[src/rtl/radio_ramp_sequencer_if.sv]
// Signal bundle between the stage-2 timing engine (master) and the radio ramp sequencer (slave).
// The PLL status and isolation control ride along so the sequencer has a single bus port.
interface radio_ramp_sequencer_if #(
   parameter int BIT_WIDTH = 2
);
   logic                 isolateM3;
   logic [BIT_WIDTH-1:0] radioEnable;
   logic [BIT_WIDTH-1:0] radioRxEn;
   logic [BIT_WIDTH-1:0] pllSettled;
   logic [BIT_WIDTH-1:0] txEn;
   logic [BIT_WIDTH-1:0] rxEn;
   logic                 rampActive;
   logic                 pllErr;
   logic [2:0]           seqState;

   modport master (
      output isolateM3, radioEnable, radioRxEn, pllSettled,
      input  txEn, rxEn, rampActive, pllErr, seqState
   );

   modport slave (
      input  isolateM3, radioEnable, radioRxEn, pllSettled,
      output txEn, rxEn, rampActive, pllErr, seqState
   );
endinterface

[src/rtl/radio_ramp_sequencer.sv]
// Radio power-up sequencer: ramp up, wait for PLL lock with timeout, active, ramp down.
// Outputs are registered from the next state; the isolation clamp is applied after the flops.
module radio_ramp_sequencer #(
   parameter int BIT_WIDTH   = 2,
   parameter int RAMP_CYCLES = 4,
   parameter int PLL_TIMEOUT = 16,
   parameter int DOWN_CYCLES = 2
) (
   input logic                   ck,
   input logic                   arst,
   radio_ramp_sequencer_if.slave bus
);

   localparam int MAX_RU = (RAMP_CYCLES > PLL_TIMEOUT) ? RAMP_CYCLES : PLL_TIMEOUT;
   localparam int MAX_CY = (MAX_RU > DOWN_CYCLES) ? MAX_RU : DOWN_CYCLES;
   localparam int CNT_W  = $clog2(MAX_CY + 1);

   localparam logic [CNT_W-1:0] RAMP_LAST = CNT_W'(RAMP_CYCLES - 1);
   localparam logic [CNT_W-1:0] PLL_LAST  = CNT_W'(PLL_TIMEOUT - 1);
   localparam logic [CNT_W-1:0] DOWN_LAST = CNT_W'(DOWN_CYCLES - 1);

   typedef enum logic [2:0] {
      IDLE      = 3'd0,
      RAMP_UP   = 3'd1,
      WAIT_PLL  = 3'd2,
      ACTIVE    = 3'd3,
      RAMP_DOWN = 3'd4,
      ERROR     = 3'd5
   } state_t;

   state_t               state_q, state_d;
   logic [CNT_W-1:0]     cnt_q, cnt_d;
   logic [BIT_WIDTH-1:0] ch_mask_q, ch_mask_d;
   logic [BIT_WIDTH-1:0] rx_mask_q, rx_mask_d;
   logic [BIT_WIDTH-1:0] tx_q, tx_d;
   logic [BIT_WIDTH-1:0] rx_q, rx_d;
   logic                 ramp_q, ramp_d;
   logic                 err_q, err_d;

   logic req;
   logic pll_ok;

   assign req    = |bus.radioEnable;
   assign pll_ok = (bus.pllSettled & ch_mask_q) == ch_mask_q;

   always_comb begin
      // NOTE: every variable gets its hold value first so no path leaves it unassigned (no latches).
      state_d   = state_q;
      cnt_d     = cnt_q;
      ch_mask_d = ch_mask_q;
      rx_mask_d = rx_mask_q;

      // A falling request always wins over timeout, PLL loss and ramp completion.
      case (state_q)
         IDLE: begin
            if (req) begin
               ch_mask_d = bus.radioEnable;
               rx_mask_d = bus.radioRxEn;
               cnt_d     = '0;
               state_d   = RAMP_UP;
            end
         end
         RAMP_UP: begin
            if (!req) begin
               state_d = RAMP_DOWN;
               cnt_d   = '0;
            end else if (cnt_q == RAMP_LAST) begin
               state_d = WAIT_PLL;
               cnt_d   = '0;
            end else begin
               cnt_d = cnt_q + 1'b1;
            end
         end
         WAIT_PLL: begin
            if (!req) begin
               state_d = RAMP_DOWN;
               cnt_d   = '0;
            end else if (pll_ok) begin
               state_d = ACTIVE;
               cnt_d   = '0;
            end else if (cnt_q == PLL_LAST) begin
               state_d = ERROR;
               cnt_d   = '0;
            end else begin
               cnt_d = cnt_q + 1'b1;
            end
         end
         ACTIVE: begin
            if (!req) begin
               state_d = RAMP_DOWN;
               cnt_d   = '0;
            end else if (!pll_ok) begin
               state_d = ERROR;
               cnt_d   = '0;
            end
         end
         ERROR: begin
            if (!req) begin
               state_d = RAMP_DOWN;
               cnt_d   = '0;
            end
         end
         RAMP_DOWN: begin
            if (cnt_q == DOWN_LAST) begin
               state_d = IDLE;
               cnt_d   = '0;
            end else begin
               cnt_d = cnt_q + 1'b1;
            end
         end
         default: begin
            state_d = IDLE;
            cnt_d   = '0;
         end
      endcase

      tx_d = '0;
      rx_d = '0;
      if (state_d == ACTIVE) begin
         tx_d = ch_mask_d & ~rx_mask_d;
         rx_d = ch_mask_d & rx_mask_d;
      end
      ramp_d = (state_d == RAMP_UP) || (state_d == RAMP_DOWN);
      err_d  = (state_d == ERROR);
   end

   // NOTE: state flops use non-blocking assignments so all of them update together at the edge.
   always_ff @(posedge ck or posedge arst) begin
      if (arst) begin
         state_q   <= IDLE;
         cnt_q     <= '0;
         ch_mask_q <= '0;
         rx_mask_q <= '0;
         tx_q      <= '0;
         rx_q      <= '0;
         ramp_q    <= 1'b0;
         err_q     <= 1'b0;
      end else begin
         state_q   <= state_d;
         cnt_q     <= cnt_d;
         ch_mask_q <= ch_mask_d;
         rx_mask_q <= rx_mask_d;
         tx_q      <= tx_d;
         rx_q      <= rx_d;
         ramp_q    <= ramp_d;
         err_q     <= err_d;
      end
   end

   assign bus.txEn       = tx_q & {BIT_WIDTH{~bus.isolateM3}};
   assign bus.rxEn       = rx_q & {BIT_WIDTH{~bus.isolateM3}};
   assign bus.rampActive = ramp_q & ~bus.isolateM3;
   assign bus.pllErr     = err_q & ~bus.isolateM3;
   assign bus.seqState   = state_q;

endmodule

[src/flat_wrapper.sv]
// flat-port wrapper written by rule: the top's interface ports become plain ports
module radio_ramp_sequencer_flat 
#(
   parameter int BIT_WIDTH   = 2,
   parameter int RAMP_CYCLES = 4,
   parameter int PLL_TIMEOUT = 16,
   parameter int DOWN_CYCLES = 2
)
  (ck, arst, bus_isolateM3, bus_radioEnable, bus_radioRxEn, bus_pllSettled, bus_txEn, bus_rxEn, bus_rampActive, bus_pllErr, bus_seqState);
  radio_ramp_sequencer_if #(.BIT_WIDTH(BIT_WIDTH)) bus_i ();
  input logic ck;
  input logic arst;
  input wire logic [$bits(bus_i.isolateM3)-1:0] bus_isolateM3;
  input wire logic [$bits(bus_i.radioEnable)-1:0] bus_radioEnable;
  input wire logic [$bits(bus_i.radioRxEn)-1:0] bus_radioRxEn;
  input wire logic [$bits(bus_i.pllSettled)-1:0] bus_pllSettled;
  output wire logic [$bits(bus_i.txEn)-1:0] bus_txEn;
  output wire logic [$bits(bus_i.rxEn)-1:0] bus_rxEn;
  output wire logic [$bits(bus_i.rampActive)-1:0] bus_rampActive;
  output wire logic [$bits(bus_i.pllErr)-1:0] bus_pllErr;
  output wire logic [$bits(bus_i.seqState)-1:0] bus_seqState;
  assign bus_i.isolateM3 = bus_isolateM3;
  assign bus_i.radioEnable = bus_radioEnable;
  assign bus_i.radioRxEn = bus_radioRxEn;
  assign bus_i.pllSettled = bus_pllSettled;
  assign bus_txEn = bus_i.txEn;
  assign bus_rxEn = bus_i.rxEn;
  assign bus_rampActive = bus_i.rampActive;
  assign bus_pllErr = bus_i.pllErr;
  assign bus_seqState = bus_i.seqState;
  radio_ramp_sequencer #(.BIT_WIDTH(BIT_WIDTH), .RAMP_CYCLES(RAMP_CYCLES), .PLL_TIMEOUT(PLL_TIMEOUT), .DOWN_CYCLES(DOWN_CYCLES)) u_core (.ck(ck), .arst(arst), .bus(bus_i));
endmodule
[config.mk]
export PLATFORM = sky130hd
export DESIGN_NAME = radio_ramp_sequencer_flat
export DESIGN_NICKNAME = d
export VERILOG_FILES = /design/src/rtl/radio_ramp_sequencer_if.sv /design/src/rtl/radio_ramp_sequencer.sv /design/src/flat_wrapper.sv
export SDC_FILE = /design/constraint.sdc
export NUM_CORES = 1
export LEC_CHECK = 0
export ABC_AREA = 1
export CAP_MARGIN = 0
export CORE_MARGIN = 2
export CORE_UTILIZATION = 55
export DETAILED_ROUTE_END_ITERATION = 8
export GPL_ROUTABILITY_DRIVEN = 0
export PLACE_DENSITY = 0.82
export RECOVER_POWER = 100
export SYNTH_ARGS = -nofsm -noshare
export SYNTH_HDL_FRONTEND = slang
export SYNTH_SLANG_ARGS = --single-unit
[constraint.sdc]
create_clock -name ck -period 4.07 [get_ports ck]
set_clock_uncertainty 0.1 [all_clocks]
set_input_delay 0.814 -clock ck [delete_from_list [all_inputs] [get_ports ck]]
set_output_delay 0.814 -clock ck [all_outputs]
set_load 0.005 [all_outputs]
==> impl_results.rst, run 1 <==
.. list-table::
   :header-rows: 1

   * - Metric
     - Value
   * - Run status
     - finished clean
   * - Clock Sinks
     - 18
   * - Cell types occupying the most area after synthesis
     - dfrtp_1 (42%), nand2_1 (14%), nand3_1 (11%)
   * - Dpl cells
     - between 200 and 250
   * - Vert. Die Dim
     - a little under 50 um
   * - Slew Limit Headroom
     - 54.4%
   * - Setup TNS
     - 0 ns
   * - Max frequency
     - roughly 330 MHz
   * - Post-CTS setup repair buffer count
     - 0
   * - Die Footprint
     - approximately 2300 um^2
   * - Routed wire length
     - 2320 um
   * - Longest individual stage delay on the worst path
     - roughly 0.62 ns
   * - Die Width
     - 48.3 um
   * - Total of flip-flops plus latches after synthesis
     - 18
   * - Num rows
     - 16
   * - RSZ-0062 raised after global routing
     - no
   * - Clock latency at the later pin of the worst-skew pair
     - just over 0.3 ns
   * - Pin count of the biggest net entering global routing
     - 19
   * - First-pass detailed-route iteration total
     - 4
   * - Setup-violating endpoint count in the final report
     - 0
   * - Maximum number of buffers from clock root to sink
     - 2
   * - Number of hold-repair buffers added at the cts stage
     - 0
   * - Critical path fanouts, max
     - 6
   * - Mapped cell area
     - between 1000 and 1500 um^2
   * - Setup slack of the most critical reg-to-reg path
     - around 2.2 ns
   * - Antenna violation net count after detailed routing
     - 0
   * - Quantity of I/O buffers inserted on ports
     - 17
   * - Hold path startpoint
     - u_core.rx_mask_q[0]
   * - Initial Utilization
     - around 57%
   * - Largest delay contributor family on the critical path
     - buffers and inverters
   * - Buffering stage count on the worst path with inverters included
     - 2
   * - First-pass GRT wire length
     - slightly above 4000 um
   * - Share of final-layout standard cells stronger than drive strength 1
     - about 2.8%
   * - Worst endpoint data arrival time
     - about 2.1 ns
   * - Clock buffers created by TritonCTS
     - 3
   * - Maximum level of the CTS H-tree
     - 1
   * - Worst ir drop on vdd
     - 0.298 mV
   * - Util after Layout
     - between 60 and 70%
   * - Cells along the critical path
     - dlygate4sd3_1 > nor2_1 > dlygate4sd3_1
   * - Total of max-cap violations
     - 0
   * - Root cell of the clock tree
     - clkbuf_4
   * - Initial antenna violation count
     - 0
   * - Startpoint of the most critical register-to-register path
     - u_core.cnt_q[0]
   * - Slew Viols, Final
     - 0
   * - CTS resizes
     - 0
   * - Clock-pin slew of the registers on the worst-case setup and hold paths
     - 0.10 ns
   * - Share of the synthesized area in the top cell type
     - 41.7%
   * - Startpoint type of the worst setup path
     - primary input
   * - Depth of the worst hold-timing path
     - 2
   * - Final Hold Vio Count
     - 0
   * - Most area-hungry cell type in the Yosys netlist
     - dfrtp_1
   * - Synth warnings
     - 0
   * - Total global routing track utilization
     - a little over a fifth
   * - Final Net Count
     - just under 200
   * - Post-synth EDFFs
     - 0
   * - Placeable core region
     - 1900 um^2
   * - Worst Reg-to-Reg Cells
     - 10
   * - Class of the worst hold path
     - reg -> reg
   * - Number of top-level design ports
     - 18
   * - Total overflow reported by the global router
     - 0
   * - Time the worst path needs with I/O delays and setup
     - about 3.0 ns
   * - Worst reg2reg path endpoint
     - u_core.tx_q[1]
   * - Part of the Yosys area used for sequential elements
     - roughly two fifths
   * - DRC Markers
     - 0
   * - Clock tree from TritonCTS
     - yes
   * - DRC violation total after the first TritonRoute iteration
     - 31
   * - Worst Path Required
     - between 3 and 4 ns
   * - Cell Pwr Density
     - 547 nW/um^2
   * - Top cells by instance count after synthesis
     - nand2_1 (39), inv_1 (31), nor2_1 (27)
   * - End point of the worst hold path
     - u_core.rx_mask_q[0]
   * - Detail-routed via count per cell
     - approximately 5.0
   * - Antenna Diode Count
     - 0
   * - Post-Synthesis Cells
     - 160
   * - Final worst setup slack
     - slightly above 1 ns
   * - Crit. End Element
     - primary output
   * - Number of distinct library cells after synthesis
     - 15
   * - Most frequent cell after synthesis
     - nand2_1
   * - Post-placement worst setup slack
     - approximately 1.2 ns
   * - Share of async-settable or async-resettable flops after synthesis
     - between 90% and 100%
   * - Vias in the first global route
     - 995
   * - Vias post-DR
     - ~1.1k
   * - Most instantiated flip-flop cell in the synthesis netlist
     - dfrtp_1
   * - Final critical-path share of the clock period
     - between 70% and 80%
   * - Post-layout instance count excluding filler cells
     - 208
   * - Post-DR wirelength/cell
     - around 11 um
   * - Slew at the pin with the worst max-slew slack
     - 0.683 ns
   * - Layout-stage area growth over the synthesis result
     - 21.6%
   * - Mean post-synth cell area
     - between 6 and 7 um^2
   * - Crit Path Class
     - in -> out
   * - Slowest-stage cell, CP
     - dlygate4sd3_1
   * - Cell leakage power
     - 0.721 nW
   * - Dominant cell type by count on the critical path
     - dlygate4sd3_1
   * - Post-Syn Nets
     - between 150 and 200
   * - HPWL Detailed
     - 1820 um
cells by family after synthesis:
family | count (synthesis) | synth area share [%]
flip-flops | 18 | 41.7
AO/OA/AOI/OAI | 11 | 5.10
AND/OR/NAND/NOR | 96 | 37.8
adder cells (fa/ha/maj) | 4 | 4.64
buffers and inverters | 31 | 10.8
how the worst max path moves through the flow:
stage	start	endpoint	slack [ns]	depth (start not counted)
after global routing	bus_isolateM3	bus_txEn[1]	0.95	3
final	bus_isolateM3	bus_txEn[0]	1.03	3
after floorplan	bus_isolateM3	bus_pllErr	2.24	1
after detailed placement	bus_isolateM3	bus_txEn[0]	1.19	3
after CTS	bus_isolateM3	bus_txEn[0]	1.19	3
after global placement	bus_isolateM3	bus_txEn[0]	1.21	3
layout by cell type, fill, tap and decap left out, drive strengths merged:
| master | instances |
|---|---|
| o21ai | 9 |
| clkdlybuf4s50 | 6 |
| and2 | 1 |
| dfrtp | 18 |
| ha | 4 |
| nor3 | 1 |
| a21oi | 2 |
| clkbuf | 4 |
| nor2 | 28 |
| nand3 | 25 |
| inv | 31 |
| dlygate4sd3 | 11 |
| nand2 | 40 |
| nand4 | 1 |
stage by stage:
step	hold WS (ns)	instance area (um^2)	total power, mW
after floorplan	0.364	1080	0.507
after global placement	0.382	1280	0.604
after detailed placement	0.399	1280	0.617
after CTS	0.424	1320	0.730
after global routing	0.464	1310	0.789
final	0.424	1310	0.718
power breakdown:
| group | total [mW] | switching (mW) | internal [mW] |
|---|---|---|---|
| combinational | 0.339 | 0.219 | 0.120 |
| sequential | 0.265 | 0.0350 | 0.230 |
| clock | 0.115 | 0.0604 | 0.0546 |
| total | 0.718 | 0.314 | 0.404 |
layout make-up:
type / count / area, um^2
fillers: 159 / 589
multi-input cells: 111 / 505
inverters: 31 / 116
flip-flops and latches: 18 / 450
repair buffers: 17 / 170
clock buffers: 4 / 36.3
well taps: 27 / 33.8
flip-flops by register name, summed over array words and instances (netlist names):
register / flops
u_core.bus.seqState: 3
u_core.ch_mask_q: 2
u_core.cnt_q: 5
u_core.err_q: 1
u_core.ramp_q: 1
u_core.rx_mask_q: 2
u_core.rx_q: 2
u_core.tx_q: 2
per-layer routing:
| metal | GRT usage (%) | vias up | wire (um) |
|---|---|---|---|
| met5 | 0 | - | 0 |
| met4 | 6.67 | 0 | 25 |
| met3 | 3.09 | 5 | 100 |
| met2 | 40.7 | 36 | 1210 |
| met1 | 26.3 | 475 | 982 |
| li1 | - | 534 | - |
worst min-delay path, delay by kind of cell, from the launching register on:
family / cells / cell delay [ns]
flip-flops: 1 / 0.34
AND/OR/NAND/NOR: 2 / 0.15
Note: power is estimated with default switching activity, not from simulation.
==> run 2, diff against run 1 <==
CORE_UTILIZATION = 51   (was 55)
PLACE_DENSITY = 0.77   (was 0.82)
clock period = 2.8 ns   (was 4.07 ns; I/O delays follow)
==> run 2 against run 1 <==
  * Clock power rose by 8%
  * Register-to-register slack got worse by 1.3 ns
  * Final area fell by 1.2%
  * First-iteration DRC count rose by 3.2%
  * Sequential power rose by 45%
==> impl_results.rst, run 2 (same netlist as run 1, synthesis figures left out) <==
.. list-table::
   :header-rows: 1

   * - Metric
     - Value
   * - Number of top-level design ports
     - 18
   * - Slew Viols, Final
     - 0
   * - CTS resizes
     - 0
   * - Layout-stage area growth over the synthesis result
     - 20.0%
   * - Detail-routed via count per cell
     - ~5
   * - Clock Sinks
     - 18
   * - Crit Path Class
     - in -> out
   * - Routed wire length
     - approximately 2300 um
   * - Startpoint type of the worst setup path
     - primary input
   * - Startpoint of the most critical register-to-register path
     - u_core.cnt_q[0]
   * - Total overflow reported by the global router
     - 0
   * - Post-placement worst setup slack
     - 0.385 ns
   * - Die Width
     - between 50 and 60 um
   * - Class of the worst hold path
     - reg -> reg
   * - Slew Limit Headroom
     - between 50% and 60%
   * - Vias post-DR
     - about 1.0k
   * - Final Hold Vio Count
     - 0
   * - Worst hold slack
     - around 0.43 ns
   * - Max FFs per register
     - 5
   * - Clock buffers created by TritonCTS
     - 3
   * - Number of hold-repair buffers added at the cts stage
     - 0
   * - Die Footprint
     - roughly 2500 um^2
   * - Final Net Count
     - between 150 and 200
   * - Setup-violating endpoint count in the final report
     - 0
   * - Maximum level of the CTS H-tree
     - 1
   * - Post-place instance area
     - ~1300 um^2
   * - Crit. End Element
     - primary output
   * - Vert. Die Dim
     - 50.0 um
   * - Critical path fanouts, max
     - 6
   * - Num rows
     - 16
   * - DRC violation total after the first TritonRoute iteration
     - 32
   * - Final worst setup slack
     - ~0.24 ns
   * - Commonest cells after routing, fill and taps aside
     - nand2_1 (40), inv_1 (31), nor2_1 (28)
   * - CP Launch Point
     - bus_isolateM3
   * - Worst ir drop on vdd
     - approximately 0.46 mV
   * - Total of max-cap violations
     - 0
   * - Time the worst path needs with I/O delays and setup
     - about 2.6 ns
   * - Root cell of the clock tree
     - clkbuf_4
   * - Final std cell area, no fill
     - ~1300 um^2
   * - RSZ-0062 raised after global routing
     - no
   * - Setup TNS
     - 0 ns
   * - Hold path startpoint
     - u_core.rx_mask_q[1]
   * - Initial antenna violation count
     - 0
   * - Largest register by flop count
     - u_core.cnt_q
   * - Cell leakage power
     - just over 0.7 nW
   * - Post-CTS setup repair buffer count
     - 0
   * - Run status
     - finished clean
   * - First-pass detailed-route iteration total
     - 4
   * - Pin count of the biggest net entering global routing
     - 19
   * - Worst Path Required
     - 2.14 ns
   * - Vias in the first global route
     - around 900
   * - Initial Utilization
     - a little over half
   * - Antenna Diode Count
     - 0
   * - Worst endpoint data arrival time
     - 1.90 ns
   * - Cell Pwr Density
     - just under 800 nW/um^2
   * - Most common cell after layout, fill and taps aside
     - nand2_1
   * - Total global routing track utilization
     - 20.8%
   * - Clock latency at the later pin of the worst-skew pair
     - about 0.29 ns
   * - DRC Markers
     - 0
   * - Clock tree from TritonCTS
     - yes
   * - Placeable core region
     - 1980 um^2
   * - Maximum number of buffers from clock root to sink
     - 2
   * - Post-DR wirelength/cell
     - approximately 11 um
   * - Final critical-path share of the clock period
     - approximately nine tenths
   * - Antenna violation net count after detailed routing
     - 0
   * - Quantity of I/O buffers inserted on ports
     - 17
   * - Share of final-layout standard cells stronger than drive strength 1
     - under 10%
   * - First-pass GRT wire length
     - slightly below 4000 um
   * - Slew at the pin with the worst max-slew slack
     - roughly 0.65 ns
   * - Max frequency
     - just under 400 MHz
   * - HPWL Detailed
     - between 1500 and 2000 um
   * - Clock-pin slew of the registers on the worst-case setup and hold paths
     - ~0.090 ns
==> run 2: cell count changes in the layout (fill, tap and decap cells not counted), sizes merged <==
cell / delta
clkbuf: -1
==> run 2: metrics by stage <==
stage	cells	utilization, %	power, mW
finish	207	65.4	1.00
global route	207	65.4	1.11
CTS	207	65.9	1.03
detailed placement	204	64.8	0.904
global placement	204	64.8	0.881
floorplan	160	-	0.737
==> run 2: per-layer routing <==
metal  GRT usage [%]  vias to the layer above  share of wire (%)
met5               0                        -                  0
met1            28.2                      478                 48
met4            8.33                        0               0.91
li1                -                      537                  -
met2            33.3                       31                 46
met3            2.73                        2                4.9
==> run 2: area by class of cell <==
cell class	count	area, um^2
fill	182	686
multi-input combinational	111	503
sequential	18	450
timing repair buffer	17	170
inverter	31	116
tap	27	33.8
clock buffer	3	22.5
==> run 2: power by group <==
group / internal (mW) / switching [mW] / total [mW]
logic: 0.172 / 0.324 / 0.496
registers: 0.334 / 0.0501 / 0.384
clock network: 0.0500 / 0.0737 / 0.124
==> run 2: worst max-delay path, cell delays in order <==
cell           delay, ns
dlygate4sd3_1       0.62
nor2_1              0.13
dlygate4sd3_1       0.59
==> run 2: final timing paths <==
kind,endpoint,slack [ns],cells after the start
setup / recovery,bus_rampActive,0.24,3
hold reg to reg,u_core.rx_mask_q[1],0.43,2
max in group asynchronous,u_core.ch_mask_q[0],1.48,2
hold / removal,u_core.rx_mask_q[1],0.43,2
setup reg to reg,u_core.err_q,0.91,9
min in group asynchronous,u_core.cnt_q[1],0.70,2
